$ cat config.mk
export PLATFORM = sky130hd
export DESIGN_NAME = issue_queue
export DESIGN_NICKNAME = d
export VERILOG_FILES = /design/src/rtl/issue_queue.sv
export SDC_FILE = /design/constraint.sdc
export NUM_CORES = 1
export LEC_CHECK = 0
export ABC_AREA = 1
export CAP_MARGIN = 5
export CORE_AREA = 8 8 178 180
export DETAILED_ROUTE_END_ITERATION = 8
export DIE_AREA = 0 0 186 188
export PLACE_DENSITY = 0.88
export SYNTH_ARGS = -nofsm -noshare
export SYNTH_HDL_FRONTEND = slang
export SYNTH_SLANG_ARGS = --single-unit
$ cat constraint.sdc
create_clock -name i_clk -period 3.95 [get_ports i_clk]
set_input_delay 0.395 -clock i_clk [delete_from_list [all_inputs] [get_ports i_clk]]
set_output_delay 0.395 -clock i_clk [all_outputs]
set_load 0.03 [all_outputs]
$ cat src/rtl/issue_queue.sv
// Issue queue: holds dispatched micro-ops until both source operands are ready,
// raises per-entry requests to an external arbiter and issues the granted op with one cycle of latency.
module issue_queue #(
  parameter int DEPTH = 8,
  parameter int TAGW  = 6,
  parameter int DATAW = 32,
  localparam int IDXW = (DEPTH > 1) ? $clog2(DEPTH) : 1,
  localparam int CNTW = $clog2(DEPTH) + 1
) (
  input  logic             i_clk,
  input  logic             i_rst_n,
  input  logic             i_flush,
  input  logic             i_disp_valid,
  output logic             o_disp_ready,
  input  logic [DATAW-1:0] i_disp_data,
  input  logic [TAGW-1:0]  i_disp_rs1,
  input  logic [TAGW-1:0]  i_disp_rs2,
  input  logic             i_disp_rs1_rdy,
  input  logic             i_disp_rs2_rdy,
  input  logic             i_wb_valid,
  input  logic [TAGW-1:0]  i_wb_tag,
  output logic [DEPTH-1:0] o_request,
  input  logic [DEPTH-1:0] i_grant,
  input  logic             i_issue_en,
  output logic             o_issue_valid,
  output logic [DATAW-1:0] o_issue_data,
  output logic [CNTW-1:0]  o_count
);

  logic [DEPTH-1:0] valid_q, valid_d;
  logic [DEPTH-1:0] rdy1_q, rdy1_d;
  logic [DEPTH-1:0] rdy2_q, rdy2_d;
  logic [TAGW-1:0]  rs1_q [DEPTH];
  logic [TAGW-1:0]  rs2_q [DEPTH];
  logic [DATAW-1:0] data_q [DEPTH];
  logic             issue_valid_q, issue_valid_d;
  logic [DATAW-1:0] issue_data_q, issue_data_d;
  logic [CNTW-1:0]  count_q, count_d;

  logic [DEPTH-1:0] req;
  logic [IDXW-1:0]  free_idx;
  logic [IDXW-1:0]  gnt_idx;
  logic             gnt_any;
  logic             disp_fire;
  logic             issue_fire;

  assign req           = valid_q & rdy1_q & rdy2_q;
  assign o_request     = req;
  assign o_disp_ready  = ~(&valid_q);
  assign o_issue_valid = issue_valid_q;
  assign o_issue_data  = issue_data_q;
  assign o_count       = count_q;

  // Lowest free slot for dispatch and lowest grant bit for issue.
  always_comb begin
    free_idx = '0;
    gnt_idx  = '0;
    gnt_any  = 1'b0;
    for (int k = DEPTH - 1; k >= 0; k--) begin
      if (!valid_q[k]) free_idx = IDXW'(k);
      if (i_grant[k]) begin
        gnt_idx = IDXW'(k);
        gnt_any = 1'b1;
      end
    end
  end

  // A granted slot is valid, so it can never coincide with the free slot.
  assign disp_fire  = i_disp_valid & o_disp_ready;
  assign issue_fire = i_issue_en & gnt_any & req[gnt_idx];

  always_comb begin
    valid_d       = valid_q;
    rdy1_d        = rdy1_q;
    rdy2_d        = rdy2_q;
    issue_valid_d = 1'b0;
    issue_data_d  = issue_data_q;
    count_d       = count_q;

    for (int k = 0; k < DEPTH; k++) begin
      if (i_wb_valid && valid_q[k] && (rs1_q[k] == i_wb_tag)) rdy1_d[k] = 1'b1;
      if (i_wb_valid && valid_q[k] && (rs2_q[k] == i_wb_tag)) rdy2_d[k] = 1'b1;
    end

    if (issue_fire) begin
      valid_d[gnt_idx] = 1'b0;
      issue_valid_d    = 1'b1;
      issue_data_d     = data_q[gnt_idx];
    end

    if (disp_fire) begin
      valid_d[free_idx] = 1'b1;
      rdy1_d[free_idx]  = i_disp_rs1_rdy | (i_wb_valid && (i_disp_rs1 == i_wb_tag));
      rdy2_d[free_idx]  = i_disp_rs2_rdy | (i_wb_valid && (i_disp_rs2 == i_wb_tag));
    end

    case ({disp_fire, issue_fire})
      2'b10:   count_d = count_q + CNTW'(1);
      2'b01:   count_d = count_q - CNTW'(1);
      default: count_d = count_q;
    endcase

    if (i_flush) begin
      valid_d       = '0;
      issue_valid_d = 1'b0;
      count_d       = '0;
    end
  end

  always_ff @(posedge i_clk or negedge i_rst_n) begin
    if (!i_rst_n) begin
      valid_q       <= '0;
      rdy1_q        <= '0;
      rdy2_q        <= '0;
      issue_valid_q <= 1'b0;
      issue_data_q  <= '0;
      count_q       <= '0;
    end else begin
      valid_q       <= valid_d;
      rdy1_q        <= rdy1_d;
      rdy2_q        <= rdy2_d;
      issue_valid_q <= issue_valid_d;
      issue_data_q  <= issue_data_d;
      count_q       <= count_d;
    end
  end

  // Payload and tags are qualified by valid, so they need no reset.
  always_ff @(posedge i_clk) begin
    if (disp_fire && !i_flush) begin
      data_q[free_idx] <= i_disp_data;
      rs1_q[free_idx]  <= i_disp_rs1;
      rs2_q[free_idx]  <= i_disp_rs2;
    end
  end

endmodule

==> flow_summary.ini <==
[logic_synthesis]
yosysWarnings = 0
ys_seq_elements = 413
synth_ff_type = edfxtp_1
synth_top_family_by_area = simple AND/OR/NAND/NOR gates
synth_area_leaders = edfxtp_1, dfrtp_1, nand3_1
synth_fa_ha_area_share_pct = 0.268
synth_top_area_share_pct = 62.8
synth_compound_area_share_pct = 5.83
syn_area_sq_um = 16800
synth-edff-count = 352
synthSimpleGateAreaFrac_pct = 16.1
synthesis.nets = 1405
synth_mux_area_share_pct = 0.0595
synth.distinct_cells = 47
async_flop_share_pct = 14.8
synth_xor_area_share_pct = 2.24
syn_area_per_cell_sq_um = 12.6
yosys.area.top_type = edfxtp_1
syn-instance-count = 1336
ys_seq_area_share_pct = 71.9

[critical_path]
cpLargestDelayFamily = simple AND/OR/NAND/NOR gates
startpoint_type = input port
worst-endpoint-arrival_ns = 3.61
critPathRequiredTime_ns = 4.38
cp_slowest_cell = clkdlybuf4s50_1
path_class = input port to register
crit_buf_inv = 4
crit_path_end_kind = register
crit_chain = clkdlybuf4s50_1, nor2_2, nand2_1, nand2_1, nand2_1, nand2_1, inv_2, nand3_1, nand4_1, nor2_1, nand3_1, inv_1, ha_1, a21oi_1, nand2_1, xor2_1, inv_1, nand4_1, nand2_1, nand2_1, nand2_1
critPathMaxFanout = 6
critPathMaxStageDelay_ns = 0.44
cp_common_cell = nand2_1

[timing]
timing.slew.headroom_pct = 18.5
slew_viol_final = 0
finalCritPeriodShare_pct = 80.5
hold_ws_ns = 0.306
rsz0062_at_grt = no
fin_worst_skew_ns = 0.0339
worst_pin_slew_ns = 1.22
setup_tns_ns = 0
finalHoldViolCount = 0
final.min_clock_period_ns = 3.18
setup_viol = 0
fmax_ghz = 0.314

[floorplanning]
start_util_pct = 58.0
dieWidth_microns = 186
core-area_sq_um = 29000
pin_count = 112
dieArea_sq_um = 35000
die_h_microns = 188
rows = 63

[clock_network]
cts_num_sinks = 413
htreeDepth = 2
worstSkewPairLatency_ns = 0.56
cts.clk_slew.worst_paths_ns = 0.06
numCtsBuffers = 40
clock_path_buffers = 3
cts_resized = 0
tritoncts = built
clockRootBuffer = clkbuf_16

[worst_hold_path]
hold_path_class = input port to async pin

[run_status]
outcome = complete, no violations

[route]
viasPerCell = 6.57
wire_per_inst_microns = 24.3
vias = 12200
dr.pass1.iters = 7
wl_microns = 45200
drt_first_iter_violations = 1833
drc = 0
ant_nets = 0

[power_and_ir_drop]
p_per_area_nw_per_um2 = 513
total_power_mw = 10.2
p_leak_nw = 7.06
ir_worst_vdd_mv = 0.546

[global_routing]
antenna_found_initial = 3
track_usage_pct = 25.9
grt_max_degree = 77
grt_pass1_vias = 12300
grt-ovfl-total = 0
grt_pass1_wl_microns = 69500

[finish]
mostFrequentLayoutCell = edfxtp_1
fill_cells = 1858
fin_nets = 1507
layout-drive-gt1-share_pct = 8.51
area_delta_synth_final_pct = 17.8
instances_no_fill = 1859
final_cell_area_sq_um = 19800
final_cell_mix = edfxtp_1, nand3_1, nand2_1, clkdlybuf4s50_1, o21ai_0

[place]
hpwl_microns = 24900
portBuffers = 111
dpl_cell_area_sq_um = 18400
gp_routability_congestion = 0.891
dp_cells = 1785

[job]
maxCapViolCount = 0
## synthesized netlist by cell type, types with 9 or more instances
cell type    n
clkbuf_1    35
a221oi_1     9
edfxtp_1   352
nand3_1    253
dfrtp_1     61
xor2_1      25
nor2_1      62
a211oi_1    10
inv_1       53
xnor2_1     18
nand4_1     59
o21ai_0     64
nor3_1      11
o22ai_1     13
buf_2       30
a21oi_1     21
nand2_1    176
## registers in the layout, indices dropped and copies added, names as in the netlist
signal         cells
data_q           256
o_issue_data      32
rdy1_q             8
o_issue_valid      1
rs2_q             48
rs1_q             48
valid_q            8
o_count            4
rdy2_q             8
## kinds of logic (layout without fill, tap and decap cells)
group / count (synthesis) / after routing
buf+inv: 142 / 274
compound gates: 155 / 155
simple gates: 579 / 579
flops: 413 / 413
other cells: 0 / 1
fa+ha+maj: 3 / 3
mux: 1 / 1
xor+xnor: 43 / 43
## stage by stage
stage / util, % / setup slack (ns)
floorplan: - / 0.207
global placement: 63.5 / 0.592
detailed placement: 63.5 / 0.494
CTS: 68.3 / 0.881
global route: 68.3 / 0.495
finish: 68.3 / 0.769
## worst paths after layout
| check | from | end | slack (ns) | cells after the start |
|---|---|---|---|---|
| worst max-delay path | i_grant[5] | o_count[3] | 0.77 | 21 |
| worst max register to register | valid_q[1] | data_q[4][31] | 0.94 | 10 |
| worst min-delay path | i_rst_n | o_issue_data[2] | 0.31 | 2 |
| min in group i_clk | o_issue_data[17] | o_issue_data[17] | 0.48 | 2 |
| max in group asynchronous | i_rst_n | rdy1_q[3] | 2.51 | 3 |
| worst min register to register | o_issue_data[17] | o_issue_data[17] | 0.48 | 2 |
## power by group
group          switching, mW  internal, mW  leakage (nW)
Combinational          0.781         0.421          2.42
Clock                   1.61          2.31         0.681
Sequential             0.126          4.91          3.97
Total                   2.51          7.65          7.06
## area by class of cell
cell class | count | area [sq um] | share of cell area, %
Clock buffer | 49 | 1100 | 5.53
Clock inverter | 23 | 272 | 1.37
Sequential cell | 413 | 12100 | 61.1
Timing Repair Buffer | 139 | 1410 | 7.10
Inverter | 63 | 236 | 1.19
Antenna cell | 1 | 2.50 | 0.0126
Tap cell | 390 | 488 | 2.46
Multi-Input combinational cell | 781 | 4210 | 21.3
## layer usage
layer | vias to the layer above | part of all wire [%] | global-route usage, %
li1 | 5129 | - | -
met1 | 5791 | 35 | 33.6
met2 | 1090 | 47 | 39.8
met3 | 206 | 13 | 5.79
met4 | 4 | 5.4 | 15.0
met5 | - | 0.060 | 0
## timing repair
action / in CTS / in global routing
endpoints found under the hold margin: 15 / 0
buffers inserted: 0 / 0
hold buffers: 1 / 0
Power figures use the tool's default switching activity.
